<file path="config.mk">
export PLATFORM = sky130hd
export DESIGN_NAME = stack_sequencer
export DESIGN_NICKNAME = d
export VERILOG_FILES = /design/src/rtl/stack_sequencer.sv
export SDC_FILE = /design/constraint.sdc
export NUM_CORES = 1
export LEC_CHECK = 0
export ABC_AREA = 0
export CAP_MARGIN = 25
export CELL_PAD_IN_SITES_DETAIL_PLACEMENT = 1
export CELL_PAD_IN_SITES_GLOBAL_PLACEMENT = 2
export CORE_AREA = 2 2 94 96
export DETAILED_ROUTE_END_ITERATION = 10
export DIE_AREA = 0 0 96 98
export DONT_BUFFER_PORTS = 1
export MAX_ROUTING_LAYER = met4
export PLACE_DENSITY_LB_ADDON = 0.1
export SLEW_MARGIN = 20
export SYNTH_ARGS = -nofsm -noshare
export SYNTH_HDL_FRONTEND = slang
export SYNTH_SLANG_ARGS = --single-unit
</file>
<file path="constraint.sdc">
create_clock -name clk -period 3.3 [get_ports clk]
set_clock_uncertainty 0.2 [all_clocks]
set_input_delay 0.66 -clock clk [delete_from_list [all_inputs] [get_ports clk]]
set_output_delay 0.66 -clock clk [all_outputs]
set_load 0.02 [all_outputs]
</file>
<file path="src/rtl/stack_sequencer.sv">
// stack_sequencer: multi-cycle PUSH/POP/SAVE_ALL/RESTORE_ALL sequencer between register bank and data memory
module stack_sequencer #(
  parameter logic [11:0] STACK_TOP   = 12'h000,
  parameter logic [11:0] STACK_LIMIT = 12'hF00
) (
  input  logic        clk,
  input  logic        rst,
  input  logic        cmd_valid,
  output logic        cmd_ready,
  input  logic [1:0]  cmd_op,
  input  logic [3:0]  cmd_reg,
  output logic        busy,
  output logic        done,
  output logic [1:0]  err,
  output logic [3:0]  rb_read_sel,
  input  logic [15:0] rb_read_data,
  output logic        rb_write_en,
  output logic [3:0]  rb_write_sel,
  output logic [15:0] rb_write_data,
  output logic [11:0] mem_addr,
  output logic        mem_we,
  output logic [15:0] mem_wdata,
  output logic        mem_re,
  input  logic [15:0] mem_rdata
);
  typedef enum logic [2:0] {IDLE, LOAD_SP, XFER, WAIT_RD, WB_SP, FINISH} state_t;
  localparam logic [11:0] CAP = STACK_TOP - STACK_LIMIT;
  state_t      state_q, state_d;
  logic [1:0]  op_q, op_d, err_q, err_d;
  logic [3:0]  reg_q, reg_d;
  logic [11:0] sp_q, sp_d;
  logic [2:0]  cnt_q, cnt_d;
  logic [11:0] used;
  logic [2:0]  cur;
  logic        multi, is_push, last, ovf, unf, bad_reg;
  assign multi   = op_q[1];
  assign is_push = ~op_q[0];
  assign cur     = multi ? (op_q[0] ? ~cnt_q : cnt_q) : reg_q[2:0];
  assign last    = ~multi | (cnt_q == 3'd7);
  // occupancy is derived from the SP being read this cycle, not the stale sp_q
  assign used    = STACK_TOP - rb_read_data[11:0];
  assign bad_reg = ~multi & reg_q[3];
  assign ovf     = multi ? ({1'b0, used} + 13'd8 > {1'b0, CAP}) : (used == CAP);
  assign unf     = multi ? (used < 12'd8) : (used == 12'd0);
  always_ff @(posedge clk or posedge rst) begin
    if (rst) begin
      state_q <= IDLE;
      op_q    <= '0;
      err_q   <= '0;
      reg_q   <= '0;
      sp_q    <= '0;
      cnt_q   <= '0;
    end else begin
      state_q <= state_d;
      op_q    <= op_d;
      err_q   <= err_d;
      reg_q   <= reg_d;
      sp_q    <= sp_d;
      cnt_q   <= cnt_d;
    end
  end
  always_comb begin
    state_d       = state_q;
    op_d          = op_q;
    err_d         = err_q;
    reg_d         = reg_q;
    sp_d          = sp_q;
    cnt_d         = cnt_q;
    cmd_ready     = state_q == IDLE;
    busy          = state_q != IDLE;
    done          = state_q == FINISH;
    err           = state_q == FINISH ? err_q : 2'd0;
    rb_read_sel   = '0;
    rb_write_en   = 1'b0;
    rb_write_sel  = '0;
    rb_write_data = '0;
    mem_addr      = '0;
    mem_we        = 1'b0;
    mem_wdata     = '0;
    mem_re        = 1'b0;
    case (state_q)
      IDLE: if (cmd_valid) begin
        op_d    = cmd_op;
        reg_d   = cmd_reg;
        cnt_d   = '0;
        err_d   = '0;
        state_d = LOAD_SP;
      end
      LOAD_SP: begin
        rb_read_sel = 4'd8;
        sp_d        = rb_read_data[11:0];
        err_d       = bad_reg ? 2'd3 : (is_push & ovf) ? 2'd1 : (~is_push & unf) ? 2'd2 : 2'd0;
        state_d     = err_d != 2'd0 ? FINISH : XFER;
      end
      XFER: if (is_push) begin
        rb_read_sel = {1'b0, cur};
        mem_we      = 1'b1;
        mem_addr    = sp_q - 12'd1;
        mem_wdata   = rb_read_data;
        sp_d        = sp_q - 12'd1;
        cnt_d       = cnt_q + 3'd1;
        state_d     = last ? WB_SP : XFER;
      end else begin
        mem_re   = 1'b1;
        mem_addr = sp_q;
        sp_d     = sp_q + 12'd1;
        state_d  = WAIT_RD;
      end
      WAIT_RD: begin
        rb_write_en   = 1'b1;
        rb_write_sel  = {1'b0, cur};
        rb_write_data = mem_rdata;
        cnt_d         = cnt_q + 3'd1;
        state_d       = last ? WB_SP : XFER;
      end
      WB_SP: begin
        rb_write_en   = 1'b1;
        rb_write_sel  = 4'd8;
        rb_write_data = {4'b0, sp_q};
        state_d       = FINISH;
      end
      FINISH:  state_d = IDLE;
      default: state_d = IDLE;
    endcase
  end
endmodule

</file>
==> reports/qor.yml, run 1 <==
grt-ovfl-total: 0
antenna_found_initial: 0
avgSynthCellArea_um2: 7.42
max_freq_ghz: 0.316
rows: 34
first_global_vias: 2772
first_pass_iters: 4
synth_ff_type: "dfrtp_1"
io_buffers: 0
synth-seq-area-share: 0.251
numCtsBuffers: 3
synth_cell_types: 51
crit_required_ns: 2.44
synth_edf_count: 0
syn-instance-count: 350
ys_async_sr_fraction: 1.00
wl_per_cell_um: 20.7
initial_core_util: 0.307
cts_hold_buf: 0
total_leakage_power_nw: 1.27
fin_crit_ns: 3.16
cpMaxStageDelayCell: "dfrtp_2"
ir_worst_vdd_v: 0.000302
routed-via-count: 2743
coreArea_um2: 8470
worstSetupPathType: "flip-flop to primary output"
sequentialPowerShare: 0.281
areaGrowthSynthToFinish_pct: 13.9
die_x_um: 96
critical_path.max_fanout: 8
clock-sinks: 26
arrival_ns: 2.30
wl_um: 9690
cts-root-buf: "clkbuf_8"
clk_pin_slew_ns: 0.10
worst_pin_slew_ns: 0.719
ant_nets: 0
cp-end-kind: "primary output"
slew_violations: 0
min_path_type: "primary input to async pin"
power_frac_clock: 0.088
hold_ws_ns: 0.129
post_cts_resized: 0
syn_nets: 398
drive_gt1_frac: 0.181
diodes: 0
path_cells: "inv_1, ha_1, nor2b_1, nand2_1, or3_1, xor2_1, nor2_1, buf_4"
gr-usage-all-layers: 0.214
layout.nets: 409
r2r_slack_ns: 0.83
n_fill_cell: 1034
hold_violations: 0
critPathMaxStageDelay_ns: 0.49
dp.cells: 464
clockBufferDepth: 2
grt_pass1_wl_um: 15300
p_comb_frac: 0.631
synth-seq-cells: 26
yosysWarnings: 0
p_int_mw: 1.19
maxCapViolations: 0
power_density_nw_per_um2: 856
status: "finished clean"
fin_crit_sh: 0.959
cp-start-kind: "flip-flop"
rsz0062_at_grt: "false"
setup_viol: 0
globalplace.congestion: 0.775
grt_max_degree: 27
drc: 0
dieArea_um2: 9410
clock_latency_ns: 0.28
stdcell_count: 468
drtIter0Drc: 160
synth_area_um2: 2600
power_mw: 2.53
htreeDepth: 1
routed_via_density: 5.86
swShare: 0.532
p_switching_mw: 1.35
fin_setup_tns_ns: 0
dp_hpwl_um: 7290
cts_tree: "done"
ios: 101
dieHeight_um: 98
post_cts_buffers: 0
relSlewSlack: 0.521
## metrics by stage
step                area, µm²   util  setup WS, ns
finish                   2960  0.349         0.137
global route             2960  0.349        0.0136
CTS                      2950  0.349        0.0821
detailed placement       2900  0.342        0.0198
global placement         2900  0.342        0.0922
floorplan                2600      -        0.0895
## worst max-delay path: cells and delay by family, from the launching register on
kind	cells	cell delay, ns
buffers and inverters	2	0.30
and+or+nand+nor	4	0.88
xor gates and xnor gates	1	0.16
adders and majority gates	1	0.20
DFF	1	0.49
## flip-flops by register name (all words and copies together), names as in the netlist
| name | count |
|---|---|
| op_q | 2 |
| err_q | 2 |
| sp_q | 12 |
| state_q | 3 |
| cnt_q | 3 |
| reg_q | 4 |
## final cells by class
type                            instances  area (µm²)  share of cell area
Inverter                               11        41.3              0.0140
Clock buffer                            4        55.1              0.0186
Tap cell                              108         135              0.0457
Sequential cell                        26         652               0.220
Multi-Input combinational cell        279        1770               0.600
Timing Repair Buffer                   40         300               0.102
## path summary, 6_finish.rpt
kind | start | end | cells past startpoint
setup / recovery | sp_q[0] | mem_addr[6] | 8
hold / removal | rst | cnt_q[2] | 2
setup reg to reg | op_q[0] | state_q[1] | 8
hold reg to reg | err_q[1] | err_q[1] | 2
max in group asynchronous | rst | sp_q[0] | 2
min in group clk | cmd_op[1] | op_q[1] | 2
## cell families (layout without fill, tap and decap cells)
family                     count (synthesis)  count (layout)  share of synthesized area
and+or+nand+nor                          159             159                      0.324
AOI/OAI and AO/OA                         90              90                      0.238
buffers and inverters                     45              55                     0.0694
DFF                                       26              26                      0.251
xor gates and xnor gates                  15              15                     0.0506
muxes                                      8               8                     0.0333
adders and majority gates                  7               7                     0.0337
## cells in the mapped netlist (5+ instances only)
| cell | instances | area, µm² |
|---|---|---|
| a21oi_1 | 20 | 100 |
| ha_1 | 7 | 87.6 |
| and2_1 | 7 | 43.8 |
| a211oi_1 | 5 | 37.5 |
| nand2_1 | 28 | 105 |
| nor2_1 | 40 | 150 |
| a22o_1 | 12 | 105 |
| nand3_1 | 13 | 65.1 |
| o22ai_1 | 5 | 31.3 |
| nand2b_1 | 6 | 37.5 |
| xnor2_1 | 11 | 96.3 |
| mux2_2 | 5 | 56.3 |
| a31oi_1 | 8 | 50.1 |
| dfrtp_1 | 26 | 651 |
| and3_1 | 20 | 125 |
| inv_1 | 9 | 33.8 |
| nor3_1 | 15 | 75.1 |
| o221a_2 | 5 | 56.3 |
| o21ai_0 | 17 | 85.1 |
| clkbuf_1 | 29 | 109 |
| nand4_1 | 5 | 31.3 |
## layout by cell type, fill, tap and decap left out, drive strengths merged, types with 2 or more instances in the layout
cell type,netlist,layout
buf,4,40
nor2,40,40
nand2,28,28
dfrtp,26,26
and3,23,23
a21oi,20,20
o21ai,17,17
nor3,15,15
nand3,13,13
a22o,12,12
xnor2,11,11
inv,9,9
a31oi,8,8
and2,7,7
ha,7,7
nand2b,6,6
nor4,6,6
mux2,5,5
nand4,5,5
a211oi,5,5
o22ai,5,5
o221a,5,5
o211ai,4,4
xor2,4,4
clkbuf,30,4
or3,3,3
nor2b,3,3
mux2i,3,3
clkinv,2,2
and4,2,2
a311oi,2,2
o31ai,2,2
or4,2,2
and3b,2,2
nand3b,2,2
a211o,2,2
## metal layers
layer | wire, µm | global-route usage | share of wire
met1 | 4280 | 0.275 | 0.44
met2 | 4740 | 0.354 | 0.49
met5 | 0 | - | 0
met4 | 129 | 0.0330 | 0.013
met3 | 540 | 0.0417 | 0.056
## power groups by stage
stage                     registers (mW)  clock network (mW)  logic, mW
final                              0.712               0.222       1.60
after global routing               0.743               0.241       1.77
after CTS                          0.707               0.231       1.62
after detailed placement           0.715                   0       1.61
after global placement             0.713                   0       1.59
after floorplan                    0.559                   0       1.26
Note: power is estimated with default switching activity, not from simulation.
==> inputs of run 2 (changes only) <==
--- a/config.mk
+++ b/config.mk
@@ -14,7 +14,7 @@
 export DIE_AREA = 0 0 96 98
 export DONT_BUFFER_PORTS = 1
 export MAX_ROUTING_LAYER = met4
-export PLACE_DENSITY_LB_ADDON = 0.1
+export PLACE_DENSITY_LB_ADDON = 0.08
 export SLEW_MARGIN = 20
 export SYNTH_ARGS = -nofsm -noshare
 export SYNTH_HDL_FRONTEND = slang
==> reports/qor.yml, run 2 (synthesis gave the netlist of run 1 again) <==
clock-sinks: 26  # unchanged
final_cell_mix: "buf_4 (43), nor2_1 (39), nand2_1 (27)"  # was buf_4 (40), nor2_1 (39), nand2_1 (28)
first_global_vias: 2772  # unchanged
first_pass_iters: 4  # unchanged
clockBufferDepth: 2  # unchanged
total_leakage_power_nw: 1.29  # was 1.27 nW
fin_crit_sh: 0.943  # was 0.959
clock_latency_ns: 0.27  # was 0.28 ns
hold_violations: 0  # unchanged
diodes: 0  # unchanged
routed_via_density: 5.74  # was 5.86
min_path_type: "primary input to async pin"  # unchanged
grt_max_degree: 27  # unchanged
post_cts_resized: 0  # unchanged
reg2regPathDepth: 8  # unchanged
final_util: 0.354  # was 0.349
wl_per_cell_um: 20.6  # was 20.7 µm
mostFrequentLayoutCell: "buf_4"  # unchanged
antenna_found_initial: 0  # unchanged
grt-ovfl-total: 0  # unchanged
initial_core_util: 0.307  # unchanged
dieHeight_um: 98  # unchanged
cts-root-buf: "clkbuf_8"  # unchanged
arrival_ns: 2.25  # was 2.30 ns
routed-via-count: 2704  # was 2743
crit_required_ns: 2.44  # about the same
max_freq_ghz: 0.321  # was 0.316 GHz
drtIter0Drc: 95  # was 160
status: "finished clean"  # unchanged
critPathMaxStageDelay_ns: 0.50  # was 0.49 ns
dp_hpwl_um: 7290  # about the same
coreArea_um2: 8470  # unchanged
io_buffers: 0  # unchanged
ant_nets: 0  # unchanged
gr-usage-all-layers: 0.214  # about the same
r2r_start: "op_q[0]"  # unchanged
cts_tree: "done"  # unchanged
wl_um: 9690  # unchanged
crit_path_start: "sp_q[0]"  # unchanged
cp-end-kind: "primary output"  # unchanged
cp_top_family: "simple AND/OR/NAND/NOR gates"  # unchanged
layout.nets: 413  # was 409
ir_worst_vdd_v: 0.000259  # was 0.000302 V
drive_gt1_frac: 0.196  # was 0.181
crit_buf_inv: 2  # unchanged
maxCapViolations: 0  # unchanged
top_register: "sp_q"  # unchanged
fin_crit_ns: 3.11  # was 3.16 ns
path_depth: 8  # unchanged
cp-start-kind: "flip-flop"  # unchanged
largest_reg_flops: 12  # unchanged
dieArea_um2: 9410  # unchanged
dp.cells: 468  # was 464
rsz0062_at_grt: "false"  # unchanged
rows: 34  # unchanged
globalplace.congestion: 0.817  # was 0.775
numCtsBuffers: 3  # unchanged
stdcell_count: 471  # was 468
clk_pin_slew_ns: 0.12  # was 0.10 ns
path_cells: "inv_1, ha_1, nor2b_2, nand2_2, or3_1, xor2_1, nor2_1, buf_4"  # was inv_1, ha_1, nor2b_1, nand2_1, or3_1, xor2_1, nor2_1, buf_4
ios: 101  # unchanged
areaGrowthSynthToFinish_pct: 15.3  # was 13.9%
critical_path.max_fanout: 8  # unchanged
htreeDepth: 1  # unchanged
worstSetupPathType: "flip-flop to primary output"  # unchanged
drc: 0  # unchanged
grt_pass1_wl_um: 15200  # was 15300 µm
post_cts_buffers: 0  # unchanged
cpMaxStageDelayCell: "dfrtp_2"  # unchanged
place_ws_ns: -0.0487  # was 0.0198 ns
reg_top3: "sp_q (12), reg_q (4)"  # unchanged
cts_hold_buf: 0  # unchanged
worst_slack_ns: 0.187  # was 0.137 ns
slew_violations: 0  # unchanged
relSlewSlack: 0.489  # was 0.521
power_density_nw_per_um2: 857  # was 856 nW/µm²
worst_pin_slew_ns: 0.766  # was 0.719 ns
n_fill_cell: 1035  # was 1034
die_x_um: 96  # unchanged
setup_viol: 0  # unchanged
## run 2: worst reg2reg max path: stages (launching register included)
cell,delay [ns]
dfrtp_1,0.38
buf_4,0.26
buf_4,0.24
nand3_1,0.09
nor4_1,0.61
a211oi_1,0.14
o21ai_0,0.15
nor2_1,0.07
a211o_1,0.22
## run 2: layer usage
metal  global-route usage  part of all wire  vias to the layer above
met5                    -                 0                        -
met4               0.0593             0.023                        0
met3               0.0301             0.035                       13
met2                0.348              0.49                       61
met1                0.276              0.46                     1333
li1                     -                 -                     1297
## run 2: cell type report
cell class	instances	area, µm²	area share
flip-flops and latches	26	653	0.218
clock buffers	3	41.3	0.0138
inverters	11	41.3	0.0138
multi-input cells	279	1780	0.594
well taps	108	135	0.0452
repair buffers	44	343	0.115
## run 2: per-stage QoR
step / total power [mW] / area, µm² / TNS [ns] / hold slack, ns
floorplan: 1.81 / 2600 / 0 / 0.298
global placement: 2.35 / 2940 / 0 / 0.323
detailed placement: 2.36 / 2940 / -0.0764 / 0.328
CTS: 2.57 / 2980 / 0 / 0.140
global route: 2.79 / 2990 / 0 / 0.150
finish: 2.56 / 2990 / 0 / 0.121
## run 2: path summary, 6_finish.rpt
kind                            slack, ns           to
max in group asynchronous            2.47     reg_q[3]
min in group clk                     0.31      op_q[1]
worst max register to register       0.85   state_q[1]
worst min-delay path                 0.12     sp_q[11]
worst min register to register       0.34     reg_q[0]
worst max-delay path                 0.19  mem_addr[6]
## run 2: power by group
part	switching, mW	internal (mW)	total, mW
Combinational	1.01	0.653	1.67
Sequential	0.235	0.465	0.700
Clock	0.115	0.0823	0.197
Total	1.36	1.20	2.56
==> inputs of run 3 (changes only) <==
--- a/config.mk
+++ b/config.mk
@@ -14,7 +14,7 @@
 export DIE_AREA = 0 0 96 98
 export DONT_BUFFER_PORTS = 1
 export MAX_ROUTING_LAYER = met4
-export PLACE_DENSITY_LB_ADDON = 0.08
+export PLACE_DENSITY = 0.74
 export SLEW_MARGIN = 20
 export SYNTH_ARGS = -nofsm -noshare
 export SYNTH_HDL_FRONTEND = slang
==> reports/qor.yml, run 3 (synthesis gave the netlist of run 1 again) <==
status: "finished clean"  # unchanged
routed_via_density: 5.89  # was 5.74
power_frac_clock: 0.085  # was 0.077
numCtsBuffers: 3  # unchanged
top_register: "sp_q"  # unchanged
first_global_vias: 2950  # was 2772
final_cell_mix: "buf_4 (40), nor2_1 (39), nand2_1 (28)"  # was buf_4 (43), nor2_1 (39), nand2_1 (27)
initial_core_util: 0.307  # unchanged
critPathMaxStageDelay_ns: 0.50  # about the same
largest_reg_flops: 12  # unchanged
stdcell_count: 471  # unchanged
grt_max_degree: 27  # unchanged
ios: 101  # unchanged
clock-sinks: 26  # unchanged
cts-root-buf: "clkbuf_8"  # unchanged
sequentialPowerShare: 0.289  # was 0.273
final_area_um2: 2970  # was 2990 µm²
hold_violations: 0  # unchanged
setup_viol: 0  # unchanged
rows: 34  # unchanged
dp_hpwl_um: 7460  # was 7290 µm
rsz0062_at_grt: "false"  # unchanged
first_pass_iters: 4  # unchanged
min_path_type: "primary input to async pin"  # unchanged
mostFrequentLayoutCell: "buf_4"  # unchanged
antenna_found_initial: 3  # was 0
swShare: 0.535  # was 0.532
cp_top_family: "simple AND/OR/NAND/NOR gates"  # unchanged
fin_crit_sh: 0.954  # was 0.943
drc: 0  # unchanged
cts_tree: "done"  # unchanged
worst_slack_ns: 0.151  # was 0.187 ns
relSlewSlack: 0.468  # was 0.489
dieArea_um2: 9410  # unchanged
hold_ws_ns: 0.126  # was 0.121 ns
clk_pin_slew_ns: 0.10  # was 0.12 ns
grt-ovfl-total: 0  # unchanged
wl_um: 9840  # was 9690 µm
r2r_slack_ns: 0.79  # was 0.85 ns
gr-usage-all-layers: 0.219  # was 0.214
dieHeight_um: 98  # unchanged
layout.nets: 409  # was 413
max_freq_ghz: 0.318  # was 0.321 GHz
htreeDepth: 1  # unchanged
slew_violations: 0  # unchanged
clock_latency_ns: 0.27  # about the same
power_density_nw_per_um2: 858  # was 857 nW/µm²
fin_crit_ns: 3.15  # was 3.11 ns
cp-start-kind: "flip-flop"  # unchanged
ant_nets: 0  # unchanged
die_x_um: 96  # unchanged
cpMaxStageDelayCell: "dfrtp_2"  # unchanged
areaGrowthSynthToFinish_pct: 14.4  # was 15.3%
dp.cells: 464  # was 468
p_comb_frac: 0.626  # was 0.650
drtIter0Drc: 160  # was 95
place_ws_ns: -0.0252  # was -0.0487 ns
globalplace.congestion: 0.889  # was 0.817
worstSetupPathType: "flip-flop to primary output"  # unchanged
total_leakage_power_nw: 1.27  # was 1.29 nW
reg_top3: "sp_q (12), reg_q (4)"  # unchanged
clockBufferDepth: 2  # unchanged
p_int_mw: 1.18  # was 1.20 mW
cp-end-kind: "primary output"  # unchanged
wl_per_cell_um: 20.9  # was 20.6 µm
cts_hold_buf: 0  # unchanged
crit_buf_inv: 2  # unchanged
grt_pass1_wl_um: 15900  # was 15200 µm
path_cells: "inv_1, ha_1, nor2b_2, nand2_1, or3_1, xor2_1, nor2_1, buf_4"  # was inv_1, ha_1, nor2b_2, nand2_2, or3_1, xor2_1, nor2_1, buf_4
final_util: 0.351  # was 0.354
maxCapViolations: 0  # unchanged
arrival_ns: 2.29  # was 2.25 ns
worst_pin_slew_ns: 0.795  # was 0.766 ns
critical_path.max_fanout: 8  # unchanged
p_switching_mw: 1.36  # about the same
ir_worst_vdd_v: 0.000327  # was 0.000259 V
io_buffers: 0  # unchanged
drive_gt1_frac: 0.186  # was 0.196
coreArea_um2: 8470  # unchanged
dpl_cell_area_um2: 2900  # was 2940 µm²
routed-via-count: 2776  # was 2704
crit_required_ns: 2.44  # about the same
## run 3: changes by cell type in the layout (fill, tap and decap cells not counted), sizes merged
cell | previous run | this run
buf | 44 | 40
diode | 0 | 3
clkbuf | 3 | 4
## run 3: power by group through the flow
stage	Sequential [mW]	Combinational, mW	Clock [mW]
floorplan	0.559	1.26	0
global placement	0.723	1.56	0
detailed placement	0.733	1.59	0
CTS	0.727	1.60	0.226
global route	0.769	1.76	0.237
finish	0.735	1.59	0.217
## run 3: repair_timing
action / in CTS / in global routing
setup buffers: 0 / 0
gates resized for setup: 0 / 4
endpoints found under the setup margin: 0 / 2
## run 3: layout make-up
| cell class | instances | area, µm² |
|---|---|---|
| fillers | 1040 | 5500 |
| multi-input cells | 279 | 1780 |
| flip-flops and latches | 26 | 653 |
| repair buffers | 40 | 300 |
| well taps | 108 | 135 |
| clock buffers | 4 | 55.1 |
| inverters | 11 | 41.3 |
| diodes | 3 | 7.51 |
## run 3: path summary, 6_finish.rpt
path	from	end	cells after the start
worst min-delay path	rst	sp_q[10]	2
min in group clk	cmd_op[1]	op_q[1]	2
max in group asynchronous	rst	sp_q[1]	2
worst max-delay path	sp_q[0]	mem_addr[6]	8
worst min register to register	sp_q[11]	sp_q[11]	1
worst max register to register	op_q[0]	state_q[1]	8
## run 3: through the flow
stage | setup TNS (ns) | power, mW
after floorplan | 0 | 1.81
after global placement | 0 | 2.28
after detailed placement | -0.0252 | 2.33
after CTS | 0 | 2.55
after global routing | 0 | 2.76
final | 0 | 2.55
## run 3: metal layers
layer | routed length (µm) | global-route usage | part of all wire | up-vias
met4 | 8 | 0.0231 | 0.00081 | 0
li1 | - | - | - | 1297
met2 | 4950 | 0.364 | 0.50 | 83
met3 | 623 | 0.0455 | 0.063 | 2
met5 | 0 | - | 0 | -
met1 | 4260 | 0.282 | 0.43 | 1394
